--- config.mk ---
export PLATFORM = sky130hd
export DESIGN_NAME = ram_sp_burst_master
export DESIGN_NICKNAME = d
export VERILOG_FILES = /design/src/rtl/ram_master_pkg.sv /design/src/rtl/ram_burst_cnt.sv /design/src/rtl/ram_sp_burst_master.sv
export SDC_FILE = /design/constraint.sdc
export NUM_CORES = 1
export LEC_CHECK = 0
export ABC_CLOCK_PERIOD_IN_PS = 4000
export BUFFER_PORTS_ARGS = -buffer_cell sky130_fd_sc_hd__buf_2
export CORE_MARGIN = 10
export CORE_UTILIZATION = 51
export CTS_CLUSTER_SIZE = 40
export DETAILED_ROUTE_END_ITERATION = 8
export PLACE_DENSITY = 0.78
export SLEW_MARGIN = 20
export SYNTH_ARGS = -nofsm -noshare
export SYNTH_HDL_FRONTEND = slang
export SYNTH_HIERARCHICAL = 1
export SYNTH_SLANG_ARGS = --single-unit
--- constraint.sdc ---
create_clock -name clk -period 4 [get_ports clk]
set_clock_uncertainty 0.2 [all_clocks]
set_input_delay 0 -clock clk [delete_from_list [all_inputs] [get_ports clk]]
set_output_delay 0 -clock clk [all_outputs]
set_load 0.01 [all_outputs]
--- src/rtl/ram_master_pkg.sv ---
// Shared types and default widths for the single-port RAM burst master and its helpers.
package ram_master_pkg;

    typedef enum logic [2:0] {
        IDLE  = 3'd0,
        WRITE = 3'd1,
        READ  = 3'd2,
        DRAIN = 3'd3,
        DONE  = 3'd4
    } state_t;

    localparam int DATA_WITH_DEF = 8;
    localparam int ADDR_WITH_DEF = 8;
    localparam int LEN_WITH_DEF  = 8;

endpackage

--- src/rtl/ram_burst_cnt.sv ---
// Burst address incrementer plus remaining-length down-counter; the address wraps modulo 2^ADDR_W.
module ram_burst_cnt #(
    parameter int ADDR_W = 8,
    parameter int LEN_W  = 8
) (
    input  logic              clk,
    input  logic              rst,
    input  logic              load,
    input  logic              step,
    input  logic [ADDR_W-1:0] load_addr,
    input  logic [LEN_W-1:0]  load_len,
    output logic [ADDR_W-1:0] cur_addr,
    output logic              last,
    output logic              zero
);

    logic [LEN_W-1:0] remaining;

    always_ff @(posedge clk or posedge rst) begin
        if (rst) begin
            cur_addr  <= '0;
            remaining <= '0;
        end else if (load) begin
            cur_addr  <= load_addr;
            remaining <= load_len;
        end else if (step && !zero) begin
            cur_addr  <= cur_addr + ADDR_W'(1);
            remaining <= remaining - LEN_W'(1);
        end
    end

    assign zero = (remaining == '0);
    assign last = (remaining == LEN_W'(1));

endmodule

--- src/rtl/ram_sp_burst_master.sv ---
// Burst initiator for a single-port synchronous RAM: write/read bursts over a valid/ready command port.
// Optional RAM_MASTER_BOUNDS_ERR_EN rejects bursts that would run past the top of the address space.
module ram_sp_burst_master
    import ram_master_pkg::*;
#(
    parameter int DATA_WITH = DATA_WITH_DEF,
    parameter int ADDR_WITH = ADDR_WITH_DEF,
    parameter int LEN_WITH  = LEN_WITH_DEF
) (
    input  logic                 clk,
    input  logic                 rst,
    input  logic                 cmd_valid,
    output logic                 cmd_ready,
    input  logic                 cmd_wr,
    input  logic [ADDR_WITH-1:0] cmd_addr,
    input  logic [LEN_WITH-1:0]  cmd_len,
    input  logic [DATA_WITH-1:0] wr_data,
    input  logic                 wr_valid,
    output logic                 wr_ready,
    output logic [DATA_WITH-1:0] rd_data,
    output logic                 rd_valid,
    output logic                 busy,
    output logic                 done,
    output logic                 error,
    output logic [ADDR_WITH-1:0] ram_addr,
    output logic [DATA_WITH-1:0] ram_q,
    output logic                 ram_we,
    output logic                 ram_oe,
    input  logic [DATA_WITH-1:0] ram_rd_q,
    output state_t               dbg_state
);

    // Handshakes: a transfer happens on a rising clk edge where valid and ready are both high;
    // valid never waits on ready, and rd_valid has no backpressure.

    state_t                 state, next_state;
    logic                   cnt_load, cnt_step, cnt_last, cnt_zero;
    logic [ADDR_WITH-1:0]   cur_addr;
    logic                   issue_we, issue_oe, err_now, bounds_err;
    logic                   oe_d1;

    ram_burst_cnt #(
        .ADDR_W (ADDR_WITH),
        .LEN_W  (LEN_WITH)
    ) u_cnt (
        .clk       (clk),
        .rst       (rst),
        .load      (cnt_load),
        .step      (cnt_step),
        .load_addr (cmd_addr),
        .load_len  (cmd_len),
        .cur_addr  (cur_addr),
        .last      (cnt_last),
        .zero      (cnt_zero)
    );

`ifdef RAM_MASTER_BOUNDS_ERR_EN
    localparam int SUM_W = ((ADDR_WITH > LEN_WITH) ? ADDR_WITH : LEN_WITH) + 1;
    logic [SUM_W-1:0] cmd_end;
    assign cmd_end    = SUM_W'(cmd_addr) + SUM_W'(cmd_len);
    assign bounds_err = (cmd_end > (SUM_W'(1) << ADDR_WITH));
`else
    assign bounds_err = 1'b0;
`endif

    always_ff @(posedge clk or posedge rst) begin
        if (rst) state <= IDLE;
        else     state <= next_state;
    end

    always_comb begin
        next_state = state;
        wr_ready   = 1'b0;
        cnt_load   = 1'b0;
        cnt_step   = 1'b0;
        issue_we   = 1'b0;
        issue_oe   = 1'b0;
        err_now    = 1'b0;
        case (state)
            IDLE: begin
                if (cmd_valid) begin
                    cnt_load = 1'b1;
                    if (bounds_err)          err_now    = 1'b1;
                    else if (cmd_len == '0)  next_state = DONE;
                    else if (cmd_wr)         next_state = WRITE;
                    else                     next_state = READ;
                end
            end
            WRITE: begin
                wr_ready = 1'b1;
                if (wr_valid) begin
                    issue_we = 1'b1;
                    cnt_step = 1'b1;
                    if (cnt_last) next_state = DONE;
                end
            end
            READ: begin
                if (!cnt_zero) begin
                    issue_oe = 1'b1;
                    cnt_step = 1'b1;
                end
                if (cnt_last || cnt_zero) next_state = DRAIN;
            end
            // Once the last issue has retired from ram_oe, its data is being captured this cycle.
            DRAIN:   if (!ram_oe) next_state = DONE;
            DONE:    next_state = IDLE;
            default: next_state = IDLE;
        endcase
    end

    always_ff @(posedge clk or posedge rst) begin
        if (rst) begin
            ram_we   <= 1'b0;
            ram_oe   <= 1'b0;
            ram_addr <= '0;
            ram_q    <= '0;
            oe_d1    <= 1'b0;
            rd_valid <= 1'b0;
            rd_data  <= '0;
            done     <= 1'b0;
        end else begin
            ram_we <= issue_we;
            ram_oe <= issue_oe;
            if (issue_we || issue_oe) ram_addr <= cur_addr;
            if (issue_we)             ram_q    <= wr_data;
            oe_d1    <= ram_oe;
            rd_valid <= oe_d1;
            if (oe_d1) rd_data <= ram_rd_q;
            done <= (state == DONE) || err_now;
        end
    end

`ifdef RAM_MASTER_BOUNDS_ERR_EN
    always_ff @(posedge clk or posedge rst) begin
        if (rst) error <= 1'b0;
        else     error <= err_now;
    end
`else
    assign error = 1'b0;
`endif

    assign cmd_ready = (state == IDLE);
    assign busy      = (state != IDLE);
    assign dbg_state = state;

endmodule

==> results of run 1 <==
-- per-stage QoR --
stage | setup slack (ns) | instances | hold WS, ns | utilization
after floorplan | 1.01 | 201 | -0.286 | -
after global placement | 1.09 | 315 | -0.0916 | 0.620
after detailed placement | 0.974 | 315 | -0.0823 | 0.620
after CTS | 0.948 | 358 | 0.0464 | 0.725
after global routing | 0.741 | 358 | 0.0951 | 0.725
final | 0.930 | 358 | 0.0531 | 0.725
-- final timing paths --
kind	from	to	cells past startpoint	slack, ns
max reg2reg	u_cnt/remaining[0]$_DFFE_PP0P_	u_cnt/remaining[5]$_DFFE_PP0P_	11	0.93
max	u_cnt/remaining[0]$_DFFE_PP0P_	u_cnt/remaining[5]$_DFFE_PP0P_	11	0.93
min reg2reg	ram_oe$_DFF_PP0_	oe_d1$_DFF_PP0_	0	0.21
min	cmd_valid	dbg_state[1]$_DFFE_PP0P_	5	0.05
min in group asynchronous	rst	u_cnt/cur_addr[5]$_DFFE_PP0P_	3	0.14
max in group asynchronous	rst	u_cnt/cur_addr[2]$_DFFE_PP0P_	3	3.06
-- cell usage after synthesis, drive strengths merged --
master,n
a21oi,11
or3b,2
inv,9
or4b,1
o31ai,3
a311o,1
mux2,31
nand3,3
and2,4
xnor2,6
nand4,3
o21ai,9
nor2,10
nor4,4
or4,2
xor2,3
nand4b,1
buf,5
o211ai,1
clkbuf,4
nand2,14
nor3b,3
nor4b,1
dfrtp,48
or2,1
o22ai,1
mux2i,2
nor2b,3
conb,1
nand2b,1
nor3,3
a211oi,3
ha,4
o311ai,2
a31oi,1
-- power breakdown --
group	total [uW]	switching (uW)	leakage, uW	internal [uW]
sequential	935	212	0.000581	723
combinational	1100	519	0.000881	586
clock	368	163	0.0000614	204
total	2410	894	0.00152	1510
-- cells by family after synthesis --
kind of cell	Yosys count
DFF	48
buffers and inverters	18
other	1
xor gates and xnor gates	9
adders and majority gates	4
muxes	33
and+or+nand+nor	56
AOI/OAI and AO/OA	32
-- flip-flops by register name, summed over array words and instances, names as in the netlist, 3 cells and up --
| register | flops |
|---|---|
| dbg_state | 3 |
| ram_addr | 8 |
| ram_q | 8 |
| rd_data | 8 |
| u_cnt/cur_addr | 8 |
| u_cnt/remaining | 8 |
-- critical path: stages, from the launching register on --
cell and delay (ns):
dfrtp_1 0.40, inv_1 0.10, ha_1 0.24, or3b_2 0.24
nor2_1 0.07, nor3b_2 0.23, a21oi_2 0.09, nor2_8 0.27
or3b_2 0.52, o31ai_1 0.21, o31ai_1 0.09, mux2_2 0.29
-- metal layers --
layer  track usage  wire [um]
met3        0.0524        491
met1         0.187       2520
met2         0.241       2720
met5             0          0
met4        0.0441         62
-- layout make-up --
class                           instances  area [um2]
Fill cell                             311        1230
Sequential cell                        48        1200
Multi-Input combinational cell        135        1110
Timing Repair Buffer                  106         708
Clock buffer                            6        82.6
Tap cell                               52        65.1
Clock inverter                          2        38.8
Inverter                                9        33.8
==> results.tsv, run 1 <==
metric	value	unit
status	complete, no violations	
ys_types	46	
track_usage	0.150	
dr.pass1.iters	4	
placed_area	0.00277	mm2
clock-sinks	48	
total_power	2410	uW
avgSynthCellArea	12.0	um2
final_cell_mix	70 x buf_2, 48 x dfrtp_1, 35 x dlygate4sd3_1	
syn-num-nets	242	
die_h	88.8	um
coreArea	0.00447	mm2
period_needed	3.07	ns
cp_data_required_time	4.00	ns
path_clk_slew	0.09	ns
synth-xor-area-share	0.0327	
drtAntennaViolNets	0	
post-route-drc-count	0	
die_w	88.8	um
synth_top_area_frac	0.498	
crit_path_end_kind	flop	
grt_pass1_wl	9470	um
vias	1869	
start_kind	flop	
ys_seq_area_frac	0.498	
cts_root_buf	clkbuf_8	
cts_hold_buf	35	
crit_arrival	3.07	ns
area_growth_syn_to_layout	34.6	%
finish.instance_area	0.00324	mm2
finalHoldViolCount	0	
final_layout_size_suffix_gt1_frac	0.399	
cts_buffer_depth	2	
grt_max_degree	33	
ys_ff_latch	48	
synthMuxAreaShare	0.180	
grt-ovfl-total	0	
worst_slew_pin_slew	1.10	ns
rows	24	
first_global_vias	1978	
path_class	reg2reg	
cp_max_fo	16	
gp_congestion	0.747	
wire_per_inst	16.2	um
synth-simple-area-share	0.143	
yosys.area_share.adder	0.0208	
power.density	742	mW/mm2
cts_max_level	2	
cts_tree	done	
fmax	326	MHz
peakVddDrop	0.435	mV
fin_nets	346	
hold_path.class	in2reg	
postCtsSetupBuffers	0	
synth_compound_area_frac	0.0851	
period_share	0.767	
dieArea	0.00788	mm2
max_cap_violations	0	
setup_tns	0	ns
place.port_buffers	70	
slew_headroom	0.262	
syn_inst	201	
antenna_found_initial	0	
cts_resized	0	
clk-insertion-delay-late	0.30	ns
power.static_leakage	0.00152	uW
rsz0062_at_grt	no	
synth_top_family_by_area	multiplexers	
layout_commonest_cell	buf_2	
viasPerCell	5.22	
yosys-top-cells-area	dfrtp_1 50%, mux2_4 11%, mux2_2 6.1%	
wirelength	5790	um
ios	72	
yosysWarnings	6	
drt_iter0_drc	61	
numCtsBuffers	5	
dp_hpwl	3970	um
syn_area	0.00241	mm2
setup_viol	0	
slew_violations	0	
antennaDiodeCount	0	
start_util	0.539	
synth_top_area_cell	dfrtp_1	
(Power assumes the default switching activity.)
==> run 2: changes to the inputs <==
ABC_CLOCK_PERIOD_IN_PS = 3200   (was 4000)
clock period = 3.2 ns   (was 4 ns; I/O delays follow)
==> run 2 against run 1 <==
Critical path depth did not move; design area grew 0.42%; die area is the same; first-iteration DRC count decreased by 13%; clock-buffer cell count did not move; cell count up 1.4%; maximum frequency grew 1.3%; combinational power up 28%; power grew 23%.
==> results.tsv, run 2 (synthesized netlist as in run 1, its figures left out) <==
metric	value	unit	change
vias	1919		+2.7%
area_growth_syn_to_layout	35.1	%	
power.static_leakage	0.00153	uW	+0.44%
grt-ovfl-total	0		unchanged
grt_max_degree	33		unchanged
die_w	88.8	um	unchanged
fin_nets	351		+1.4%
regArea	0.00120	mm2	unchanged
peakVddDrop	0.460	mV	+5.8%
path_clk_slew	0.10	ns	about the same
utilization	0.728		+0.00308
crit_path_end_kind	flop		
crit_arrival	3.03	ns	-0.04 ns
cp_max_fo	16		unchanged
setup_tns	0	ns	unchanged
hold_path.class	in2reg		
cts_buffer_depth	2		unchanged
power.density	909	mW/mm2	+23%
hold_start	cmd_valid		
finish.instance_area	0.00326	mm2	+0.42%
cpPeakStageDelay	0.52	ns	about the same
coreArea	0.00447	mm2	unchanged
finalHoldViolCount	0		unchanged
final_layout_size_suffix_gt1_frac	0.408		+0.00967
max_cap_violations	0		unchanged
place.port_buffers	70		unchanged
clk-insertion-delay-late	0.31	ns	about the same
period_needed	3.03	ns	-0.0398 ns
wire_per_inst	16.5	um	+1.8%
slew_headroom	0.592		+0.330
ios	72		unchanged
multi_input_area	0.00111	mm2	unchanged
period_share	0.947		+0.179
track_usage	0.157		+0.00659
cp_cell_sequence	inv_1, ha_1, or3b_2, nor2_1, nor3b_2, a21oi_2, nor2_8, or3b_2, o31ai_1, o31ai_1, mux2_2		
fmax	330	MHz	+1.3%
grt_pass1_wl	9770	um	+3.2%
antenna_found_initial	0		unchanged
layout_commonest_cell	buf_2		
crit_path_top_delay_cell	or3b_2		
placed_area	0.00281	mm2	+1.4%
dr.pass1.iters	4		unchanged
start_util	0.539		unchanged
wirelength	5980	um	+3.2%
start_kind	flop		
gp_congestion	0.775		+3.8%
cts_resized	0		unchanged
cp_data_required_time	3.20	ns	-0.80 ns
status	complete, no violations		
drt_iter0_drc	53		-13%
clock-sinks	48		unchanged
antennaDiodeCount	0		unchanged
dieArea	0.00788	mm2	unchanged
setup_viol	0		unchanged
die_h	88.8	um	unchanged
reg2reg_from	u_cnt/remaining[0]$_DFFE_PP0P_		
cts_tree	done		
drtAntennaViolNets	0		unchanged
hold_slack	0.0235	ns	-0.0296 ns
cts_max_level	2		unchanged
fillers	317		+1.9%
rsz0062_at_grt	no		
slew_violations	0		unchanged
cts_root_buf	clkbuf_8		
rows	24		unchanged
cp-startpoint	u_cnt/remaining[0]$_DFFE_PP0P_		
post-route-drc-count	0		unchanged
path_class	reg2reg		
numCtsBuffers	5		unchanged
first_global_vias	1999		+1.1%
final_cell_mix	70 x buf_2, 48 x dfrtp_1, 35 x dlygate4sd3_1		
dp_hpwl	4000	um	+0.67%
viasPerCell	5.29		+1.3%
worst_slew_pin_slew	0.612	ns	-0.485 ns
## run 2: cell count changes in the layout (fill, tap and decap cells not counted)
cell	before	now
clkinvlp_4	0	2
clkinv_4	1	0
bufinv_16	1	0
buf_4	1	6
## run 2: metal layers
layer	track usage	up-vias	wire, um
met5	0	-	0
met4	0.0499	0	82
met3	0.0515	9	458
met2	0.259	66	2880
met1	0.189	916	2550
li1	-	928	-
## run 2: what timing repair did
item | in CTS | in global routing
hold buffers | 35 | 0
endpoints found under the hold margin | 84 | 0
buffers inserted | 0 | 0
## run 2: metrics by stage
step | instances | setup WS, ns | total power, uW
finish | 363 | 0.170 | 2960
global route | 363 | 0.0405 | 3180
CTS | 363 | 0.187 | 2980
detailed placement | 320 | 0.222 | 2550
global placement | 320 | 0.324 | 2510
floorplan | 201 | 0.208 | 2130
## run 2: final cells by class
class	instances	area share
sequential	48	0.369
multi-input combinational	135	0.342
timing repair buffer	111	0.229
clock buffer	6	0.0253
tap	52	0.0200
inverter	9	0.0104
clock inverter	2	0.00461
## run 2: final timing paths
path | endpoint | slack [ns] | depth (start not counted)
setup / recovery | u_cnt/remaining[5]$_DFFE_PP0P_ | 0.17 | 11
hold / removal | dbg_state[1]$_DFFE_PP0P_ | 0.02 | 5
setup reg to reg | u_cnt/remaining[5]$_DFFE_PP0P_ | 0.17 | 11
hold reg to reg | oe_d1$_DFF_PP0_ | 0.21 | 0
max in group asynchronous | u_cnt/cur_addr[4]$_DFFE_PP0P_ | 2.29 | 3
min in group asynchronous | u_cnt/remaining[7]$_DFFE_PP0P_ | 0.10 | 3
## run 2: power breakdown
group	total (uW)	internal, uW	switching [uW]
sequential	1170	904	267
clock	384	175	209
combinational	1410	755	652
total	2960	1830	1130
## run 2: critical path, delay by kind of cell, from the launching register on
kind / cells / cell delay (ns)
simple gates: 5 / 1.29
flops: 1 / 0.41
compound gates: 3 / 0.40
mux: 1 / 0.27
fa+ha+maj: 1 / 0.24
buf+inv: 1 / 0.11
==> run 3: changes to the inputs <==
CORE_MARGIN = 5   (was 10)
==> run 3 against run 2 <==
Non-clock buffer count down 1; clock-buffer cell count unchanged; die area down 21%; sequential cell count unchanged; register-to-register slack better by 0.03 ns; largest cell class unchanged; largest power group unchanged.
==> results.tsv, run 3 (synthesized netlist as in run 1, its figures left out) <==
metric	value	unit	change
cts_tree	done		
slew_headroom	0.584		-0.00754
crit_arrival	2.99	ns	-0.04 ns
fin_nets	350		-0.28%
hold_path.class	in2reg		
period_share	0.938		-0.00884
power.density	929	mW/mm2	+2.1%
postCtsSetupBuffers	0		unchanged
status	complete, no violations		
final_layout_size_suffix_gt1_frac	0.406		-0.00191
grt-ovfl-total	0		unchanged
setup_tns	0	ns	unchanged
place.port_buffers	70		unchanged
numCtsBuffers	5		unchanged
rr_worst_depth	11		unchanged
cts_buffer_depth	2		unchanged
first_global_vias	1915		-4.2%
fin_ws	0.198	ns	+0.0283 ns
viasPerCell	5.26		-0.48%
die_h	78.8	um	-11%
gp_congestion	0.835		+7.7%
dr.pass1.iters	6		+2
final_cell_mix	70 x buf_2, 48 x dfrtp_1, 35 x dlygate4sd3_1		
vias	1915		-0.21%
hold_depth	5		unchanged
finalHoldViolCount	0		unchanged
coreArea	0.00466	mm2	+4.2%
power.static_leakage	0.00154	uW	+0.89%
track_usage	0.189		+0.0326
layout_commonest_cell	buf_2		
crit_path_end_kind	flop		
area_growth_syn_to_layout	35.9	%	
pre_cts_ws	0.230	ns	+0.00795 ns
path_clk_slew	0.08	ns	-0.02 ns
peakVddDrop	0.521	mV	+13%
antennaDiodeCount	0		unchanged
post-route-drc-count	0		unchanged
worst_slew_pin_slew	0.623	ns	+0.0113 ns
max_cap_violations	0		unchanged
clock-sinks	48		unchanged
rows	25		+4.2%
setup_viol	0		unchanged
dp_hpwl	3730	um	-6.7%
grt_pass1_wl	9280	um	-5.0%
period_needed	3.00	ns	-0.0283 ns
cp_max_fo	16		unchanged
drtAntennaViolNets	0		unchanged
die_w	78.8	um	-11%
slew_violations	0		unchanged
grt_max_degree	33		unchanged
cts_max_level	2		unchanged
drt_iter0_drc	113		+110%
rsz0062_at_grt	no		
start_util	0.517		-0.0216
antenna_found_initial	0		unchanged
dieArea	0.00620	mm2	-21%
path_class	reg2reg		
fmax	333	MHz	+0.94%
clk-insertion-delay-late	0.29	ns	-0.02 ns
ios	72		unchanged
wire_per_inst	15.7	um	-4.5%
start_kind	flop		
cp_data_required_time	3.19	ns	about the same
wirelength	5730	um	-4.2%
cts_root_buf	clkbuf_8		
==> run 3: metrics by stage <==
step / area (um2) / util / std cells / power (uW) / hold slack, ns
final: 3280 / 0.703 / 364 / 3040 / 0.0381
after global routing: 3280 / 0.703 / 364 / 3250 / 0.0699
after CTS: 3280 / 0.703 / 364 / 3050 / 0.0219
after detailed placement: 2810 / 0.602 / 321 / 2550 / -0.0829
after global placement: 2810 / 0.602 / 321 / 2490 / -0.0873
after floorplan: 2410 / - / 201 / 2130 / -0.286
==> run 3: worst paths after layout <==
check                                                from                              to  slack, ns
hold / removal                                  cmd_valid        dbg_state[1]$_DFFE_PP0P_       0.04
max in group asynchronous                             rst  u_cnt/remaining[6]$_DFFE_PP0P_       2.25
setup / recovery           u_cnt/remaining[0]$_DFFE_PP0P_  u_cnt/remaining[5]$_DFFE_PP0P_       0.20
setup reg to reg           u_cnt/remaining[0]$_DFFE_PP0P_  u_cnt/remaining[5]$_DFFE_PP0P_       0.20
min in group asynchronous                             rst   u_cnt/cur_addr[0]$_DFFE_PP0P_       0.15
hold reg to reg                          ram_oe$_DFF_PP0_                 oe_d1$_DFF_PP0_       0.22
==> run 3: power breakdown <==
group	switching (uW)	internal (uW)	total, uW
sequential	271	904	1180
clock	202	256	457
combinational	659	752	1410
total	1130	1910	3040
==> run 3: metal layers <==
layer / up-vias / wire, um / track usage
li1: 924 / - / -
met1: 897 / 2550 / 0.244
met2: 92 / 2730 / 0.329
met3: 2 / 427 / 0.0351
met4: 0 / 22 / 0.0490
met5: - / 0 / 0
==> run 3: what timing repair did <==
action | 4_1_cts | 5_1_grt
hold buffers | 35 | 0
endpoints found under the hold margin | 84 | 0
resized for setup | 0 | 0
==> run 3: area by class of cell <==
cell class	count	area, um2
fill	320	1380
inverter	9	33.8
sequential	48	1200
clock buffer	6	82.6
clock inverter	2	38.8
tap	54	67.6
multi-input combinational	135	1110
timing repair buffer	110	738
==> run 3: worst max-delay path, cell delays in order, from the launching register on <==
cell and delay (ns):
dfrtp_1 0.40, inv_1 0.10, ha_1 0.23, or3b_2 0.24, nor2_1 0.07, nor3b_2 0.21
a21oi_2 0.09, nor2_8 0.27, or3b_2 0.51, o31ai_1 0.21, o31ai_1 0.10, mux2_2 0.27
